$ cat src/rtl/mem_port_arbiter.sv
// Arbitrates the CPU's single-port unified memory between debug, load/store and
// instruction fetch. Each access runs IDLE -> ACCESS -> (WAIT) -> DONE.
module mem_port_arbiter #(
    parameter int ADDR_W     = 32,
    parameter int DATA_W     = 32,
    parameter int MEM_LAT    = 2,
    parameter int STARVE_MAX = 8
) (
    input  logic              clk,
    input  logic              rst_n,

    input  logic              dbg_req,
    input  logic              dbg_we,
    input  logic [ADDR_W-1:0] dbg_addr,
    input  logic [DATA_W-1:0] dbg_wdata,
    output logic              dbg_gnt,
    output logic              dbg_done,

    input  logic              ls_req,
    input  logic              ls_we,
    input  logic [ADDR_W-1:0] ls_addr,
    input  logic [DATA_W-1:0] ls_wdata,
    output logic              ls_gnt,
    output logic              ls_done,

    input  logic              if_req,
    input  logic [ADDR_W-1:0] if_addr,
    output logic              if_gnt,
    output logic              if_done,

    output logic [DATA_W-1:0] rdata,

    output logic              mem_en,
    output logic              mem_we,
    output logic [ADDR_W-1:0] mem_addr,
    output logic [DATA_W-1:0] mem_wdata,
    input  logic [DATA_W-1:0] mem_rdata,

    output logic              busy,
    output logic [1:0]        fsm_state,
    output logic [3:0]        starve_cnt
);

    // Handshake: a requester raises req with stable we/addr/wdata and holds them
    // until its gnt pulse; the request is latched on that grant, so req and
    // addr may change from the next cycle. done pulses once when the access
    // has completed; for reads rdata is valid during that pulse.

    typedef enum logic [1:0] {
        S_IDLE   = 2'd0,
        S_ACCESS = 2'd1,
        S_WAIT   = 2'd2,
        S_DONE   = 2'd3
    } state_t;

    typedef enum logic [1:0] {
        OWN_DBG = 2'd0,
        OWN_LS  = 2'd1,
        OWN_IF  = 2'd2
    } owner_t;

    localparam logic [3:0] LAT_LAST   = 4'(MEM_LAT - 1);
    localparam logic [3:0] STARVE_TOP = 4'(STARVE_MAX);

    state_t              state_q, state_d;
    owner_t              owner_q, owner_d;
    logic                we_q, we_d;
    logic [ADDR_W-1:0]   addr_q, addr_d;
    logic [DATA_W-1:0]   wdata_q, wdata_d;
    logic [3:0]          wait_q, wait_d;
    logic [3:0]          starve_q, starve_d;
    logic [DATA_W-1:0]   rdata_d;

    logic                win_valid;
    owner_t              win_owner;

    // A starved fetch overrides the fixed dbg > ls > if order.
    always_comb begin
        win_valid = 1'b1;
        win_owner = OWN_DBG;
        if (if_req && (starve_q == STARVE_TOP)) begin
            win_owner = OWN_IF;
        end else if (dbg_req) begin
            win_owner = OWN_DBG;
        end else if (ls_req) begin
            win_owner = OWN_LS;
        end else if (if_req) begin
            win_owner = OWN_IF;
        end else begin
            win_valid = 1'b0;
        end
    end

    always_comb begin
        state_d  = state_q;
        owner_d  = owner_q;
        we_d     = we_q;
        addr_d   = addr_q;
        wdata_d  = wdata_q;
        wait_d   = wait_q;
        starve_d = starve_q;
        rdata_d  = rdata;

        unique case (state_q)
            S_IDLE: begin
                if (win_valid) begin
                    owner_d = win_owner;
                    state_d = S_ACCESS;
                    unique case (win_owner)
                        OWN_DBG: begin
                            we_d    = dbg_we;
                            addr_d  = dbg_addr;
                            wdata_d = dbg_wdata;
                        end
                        OWN_LS: begin
                            we_d    = ls_we;
                            addr_d  = ls_addr;
                            wdata_d = ls_wdata;
                        end
                        default: begin
                            we_d    = 1'b0;
                            addr_d  = if_addr;
                            wdata_d = '0;
                        end
                    endcase
                end
            end

            S_ACCESS: begin
                if (we_q) begin
                    state_d = S_DONE;
                end else begin
                    wait_d  = 4'd0;
                    state_d = S_WAIT;
                end
            end

            // wait_q counts WAIT cycles already spent; the last one is exactly
            // MEM_LAT cycles after ACCESS.
            S_WAIT: begin
                wait_d = wait_q + 4'd1;
                if (wait_q == LAT_LAST) begin
                    rdata_d = mem_rdata;
                    state_d = S_DONE;
                end
            end

            S_DONE: begin
                if (owner_q == OWN_IF) begin
                    starve_d = 4'd0;
                end else if (if_req && (starve_q != STARVE_TOP)) begin
                    starve_d = starve_q + 4'd1;
                end
                state_d = S_IDLE;
            end

            default: state_d = S_IDLE;
        endcase
    end

    always_ff @(posedge clk or negedge rst_n) begin
        if (!rst_n) begin
            state_q  <= S_IDLE;
            owner_q  <= OWN_DBG;
            we_q     <= 1'b0;
            addr_q   <= '0;
            wdata_q  <= '0;
            wait_q   <= 4'd0;
            starve_q <= 4'd0;
            rdata    <= '0;
        end else begin
            state_q  <= state_d;
            owner_q  <= owner_d;
            we_q     <= we_d;
            addr_q   <= addr_d;
            wdata_q  <= wdata_d;
            wait_q   <= wait_d;
            starve_q <= starve_d;
            rdata    <= rdata_d;
        end
    end

    always_comb begin
        mem_en     = (state_q == S_ACCESS);
        mem_we     = (state_q == S_ACCESS) && we_q;
        mem_addr   = addr_q;
        mem_wdata  = wdata_q;

        dbg_gnt    = (state_q == S_ACCESS) && (owner_q == OWN_DBG);
        ls_gnt     = (state_q == S_ACCESS) && (owner_q == OWN_LS);
        if_gnt     = (state_q == S_ACCESS) && (owner_q == OWN_IF);

        dbg_done   = (state_q == S_DONE) && (owner_q == OWN_DBG);
        ls_done    = (state_q == S_DONE) && (owner_q == OWN_LS);
        if_done    = (state_q == S_DONE) && (owner_q == OWN_IF);

        busy       = (state_q != S_IDLE);
        fsm_state  = state_q;
        starve_cnt = starve_q;
    end

endmodule

$ cat config.mk
export PLATFORM = sky130hd
export DESIGN_NAME = mem_port_arbiter
export DESIGN_NICKNAME = d
export VERILOG_FILES = /design/src/rtl/mem_port_arbiter.sv
export SDC_FILE = /design/constraint.sdc
export NUM_CORES = 1
export LEC_CHECK = 0
export ABC_AREA = 0
export BUFFER_PORTS_ARGS = -buffer_cell sky130_fd_sc_hd__buf_2
export CAP_MARGIN = 20
export CORE_AREA = 2 2 119 121
export DETAILED_ROUTE_END_ITERATION = 16
export DIE_AREA = 0 0 121 123
export PLACE_DENSITY_LB_ADDON = 0.08
export SYNTH_ARGS = -nofsm -noshare
export SYNTH_HDL_FRONTEND = slang
export SYNTH_SLANG_ARGS = --single-unit
$ cat constraint.sdc
create_clock -name clk -period 3.8 [get_ports clk]
set_input_delay 0.19 -clock clk [delete_from_list [all_inputs] [get_ports clk]]
set_output_delay 0.19 -clock clk [all_outputs]
set_load 0.005 [all_outputs]
==> reports/qor.txt <==
status - finished with violations
failing checks - negative hold slack
PortBufs - 309
final number of hold-violating endpoints - 11
syn avg cell area - 10.7 um2
DRT antenna net count - 0
ys flop type - dfrtp_1
Die H - 123 um
die area - 14,900 um2
grt total ovfl - 0
Initial Utilization - 41.5%
net switching power - 1.87 mW
Cell variety after synth - 46
Hold Crit Class - in2async
initial antenna violation count - 1
pin count of the biggest net entering global routing - 76
worst skew pair latency - 0.34 ns
CTS Buf Count - 9
final setup fails - 0
Max Clock Skew - 0.00664 ns
FF-to-FF path depth - 6
Layout fillers - 1,253
Reg-to-Reg End - mem_addr[28]
Post-Syn Area - 5650 um2
RSZ-0062 raised after global routing - no
Residual DRC - 0
Switching Share - 34.7%
clock network power share - 19.0%
crit path time final - 2.50 ns
fin. max-slew vios - 0
via/cell ratio - 5.45
standard-cell rows - 43
CTS Sinks - 109
Yosys top cell area share - 48.3%
dominant cells by area after synthesis - dfrtp_1, mux2_1, a221o_1, a211oi_1, nand3b_1
Post CTS Setup Buffer Count - 0
Leak - 3.53 nW
CP Capture Type - register
WHS - -0.0236 ns
register area share after synthesis - 48.3%
CTS root buf - clkbuf_16
max_cap viols - 0
Critical Path Fanout Max - 48
sequential share of power - 38.7%
most frequent cells in the layout - buf_2, dfrtp_1, nor2_1, nand3_1
arrival time worst endpoint - 2.72 ns
Yosys reg bits - 109
multi-input logic area - 2620 um2
H-tree levels - 3
EDFF count, synth - 0
largest area contributor in the netlist - dfrtp_1
DRT iter0 DRCs - 345
syn nets - 735
Final Wtd Congestion - 0.842
Die Wd - 121 um
GRT Total Usage - 22.5%
Pwr per Cell Area - 712 nW/um2
final wirelength - 17,200 um
vias in the first global route - 5,247
Int Pwr - 3.51 mW
Reg-to-Reg Start - starve_cnt[0]
total negative slack - 0 ns
Gate power share - 42.3%
Syn-to-layout area delta - 33.8%
Pwr Total - 5.38 mW
count of cells resized by post-cts repair - 0
Synth async-reset ratio - 100%
vias post-DR - 5,389
Nets - 1,010
routed len/inst - 17.4 um
core area - 13,600 um2
Ports - 310
layout cell share with drive strength beyond 1 - 43.6%
Post-Synthesis Cells - 528
period utilization - 65.7%
commonest non-fill, non-tap cell in the layout - buf_2
reg2reg setup slack - 1.30 ns
Setup CP Type - reg2reg
TritonCTS clock tree - built
hold buffers post-CTS - 0
Detailed Routing Iterations Pass 1 - 7
clk buf depth - 2
fmax - 0.401 GHz
placed wire-length estimate - 12,400 um
Syn. warnings - 0
Required @ worst endpoint - 4.02 ns
global-route wire length before repair - 26,400 um
Slew headroom - 28.9%
Worst-Margin Slew - 1.07 ns
Max VDD drop - 0.279 mV
CP Launch Type - register
clk slew on worst S/H paths - 0.07 ns
Seq. cell area - 2730 um2
==> cells in the mapped netlist, types with 2 or more instances <==
master     instances
a22o_1             2
dfrtp_1          109
nor2b_1            2
nand3b_1          33
o2bb2ai_1          3
nor2_1            36
nor3_1             4
buf_2             27
nand2_1           35
nor3b_1            2
a211oi_1          35
clkbuf_1          14
ha_1               8
a21oi_1            4
buf_1              2
o21ai_0           34
mux2_1            31
a21o_1             2
and4_1             2
nand3_1           36
inv_1              9
and2_1             2
a311oi_2          10
mux2_2             2
buf_4              5
a311oi_1          23
a221o_1           33
mux2i_1            2
buf_6              4
==> routing by layer <==
metal | part of all wire (%) | track usage, %
met1 | 40 | 27.4
met2 | 51 | 39.1
met3 | 7.5 | 4.75
met4 | 2.0 | 8.50
met5 | 0 | 0
==> worst max path at each step <==
stage / slack [ns] / cells past startpoint / startpoint / end
2_1_floorplan: 2.07 / 7 / fsm_state[0] / mem_addr[0]
3_3_place_gp: 1.38 / 6 / starve_cnt[0] / mem_addr[1]
3_5_place_dp: 1.30 / 6 / starve_cnt[0] / mem_addr[28]
4_1_cts: 1.29 / 6 / starve_cnt[0] / mem_addr[28]
5_1_grt: 1.09 / 6 / starve_cnt[0] / mem_addr[1]
6_report: 1.30 / 6 / starve_cnt[0] / mem_addr[28]
==> power by group through the flow <==
| stage | clock [mW] | sequential (mW) | combinational [mW] |
|---|---|---|---|
| floorplan | 0 | 2.12 | 1.29 |
| detailed placement | 0 | 2.09 | 2.32 |
| global route | 1.09 | 2.15 | 2.52 |
| finish | 1.02 | 2.08 | 2.28 |
| global placement | 0 | 2.08 | 2.25 |
| CTS | 1.05 | 2.08 | 2.31 |
==> cells by family (layout without fill, tap and decap cells) <==
| group | count (synthesis) | in the layout | synth area share [%] |
|---|---|---|---|
| adders and majority gates | 8 | 8 | 1.77 |
| and+or+nand+nor | 160 | 160 | 14.9 |
| DFF | 109 | 109 | 48.3 |
| AOI/OAI and AO/OA | 154 | 154 | 22.5 |
| buffers and inverters | 62 | 342 | 5.60 |
| muxes | 35 | 35 | 6.93 |
| other | 0 | 1 | 0 |
==> registers in the layout, summed over array words and instances, names as in the netlist <==
| register | flops |
|---|---|
| mem_wdata | 32 |
| starve_cnt | 4 |
| wait_q | 4 |
| owner_q | 2 |
| rdata | 32 |
| fsm_state | 2 |
| mem_addr | 32 |
| we_q | 1 |
==> metrics by stage <==
stage | cell area, um2 | cells | worst slack [ns] | util, %
6_report | 7560 | 989 | 1.30 | 55.5
5_1_grt | 7560 | 989 | 1.09 | 55.5
4_1_cts | 7560 | 988 | 1.29 | 55.5
3_5_place_dp | 7230 | 972 | 1.30 | 53.1
3_3_place_gp | 7230 | 972 | 1.38 | 53.1
2_1_floorplan | 5650 | 528 | 2.07 | -
==> layout make-up <==
cell class                      instances  area share, %
Antenna cell                            1         0.0331
Clock buffer                           12           3.39
Clock inverter                          4          0.927
Inverter                                9          0.447
Multi-Input combinational cell        357           34.7
Sequential cell                       109           36.1
Tap cell                              180           2.98
Timing Repair Buffer                  317           21.5
==> worst max-delay path: stages (launching register included) <==
cell	delay [ns]
dfrtp_1	0.41
inv_1	0.12
ha_1	0.20
and4b_2	0.85
buf_4	0.37
a211oi_1	0.07
a221o_1	0.31
No activity file was read; power rests on OpenSTA's default activity.
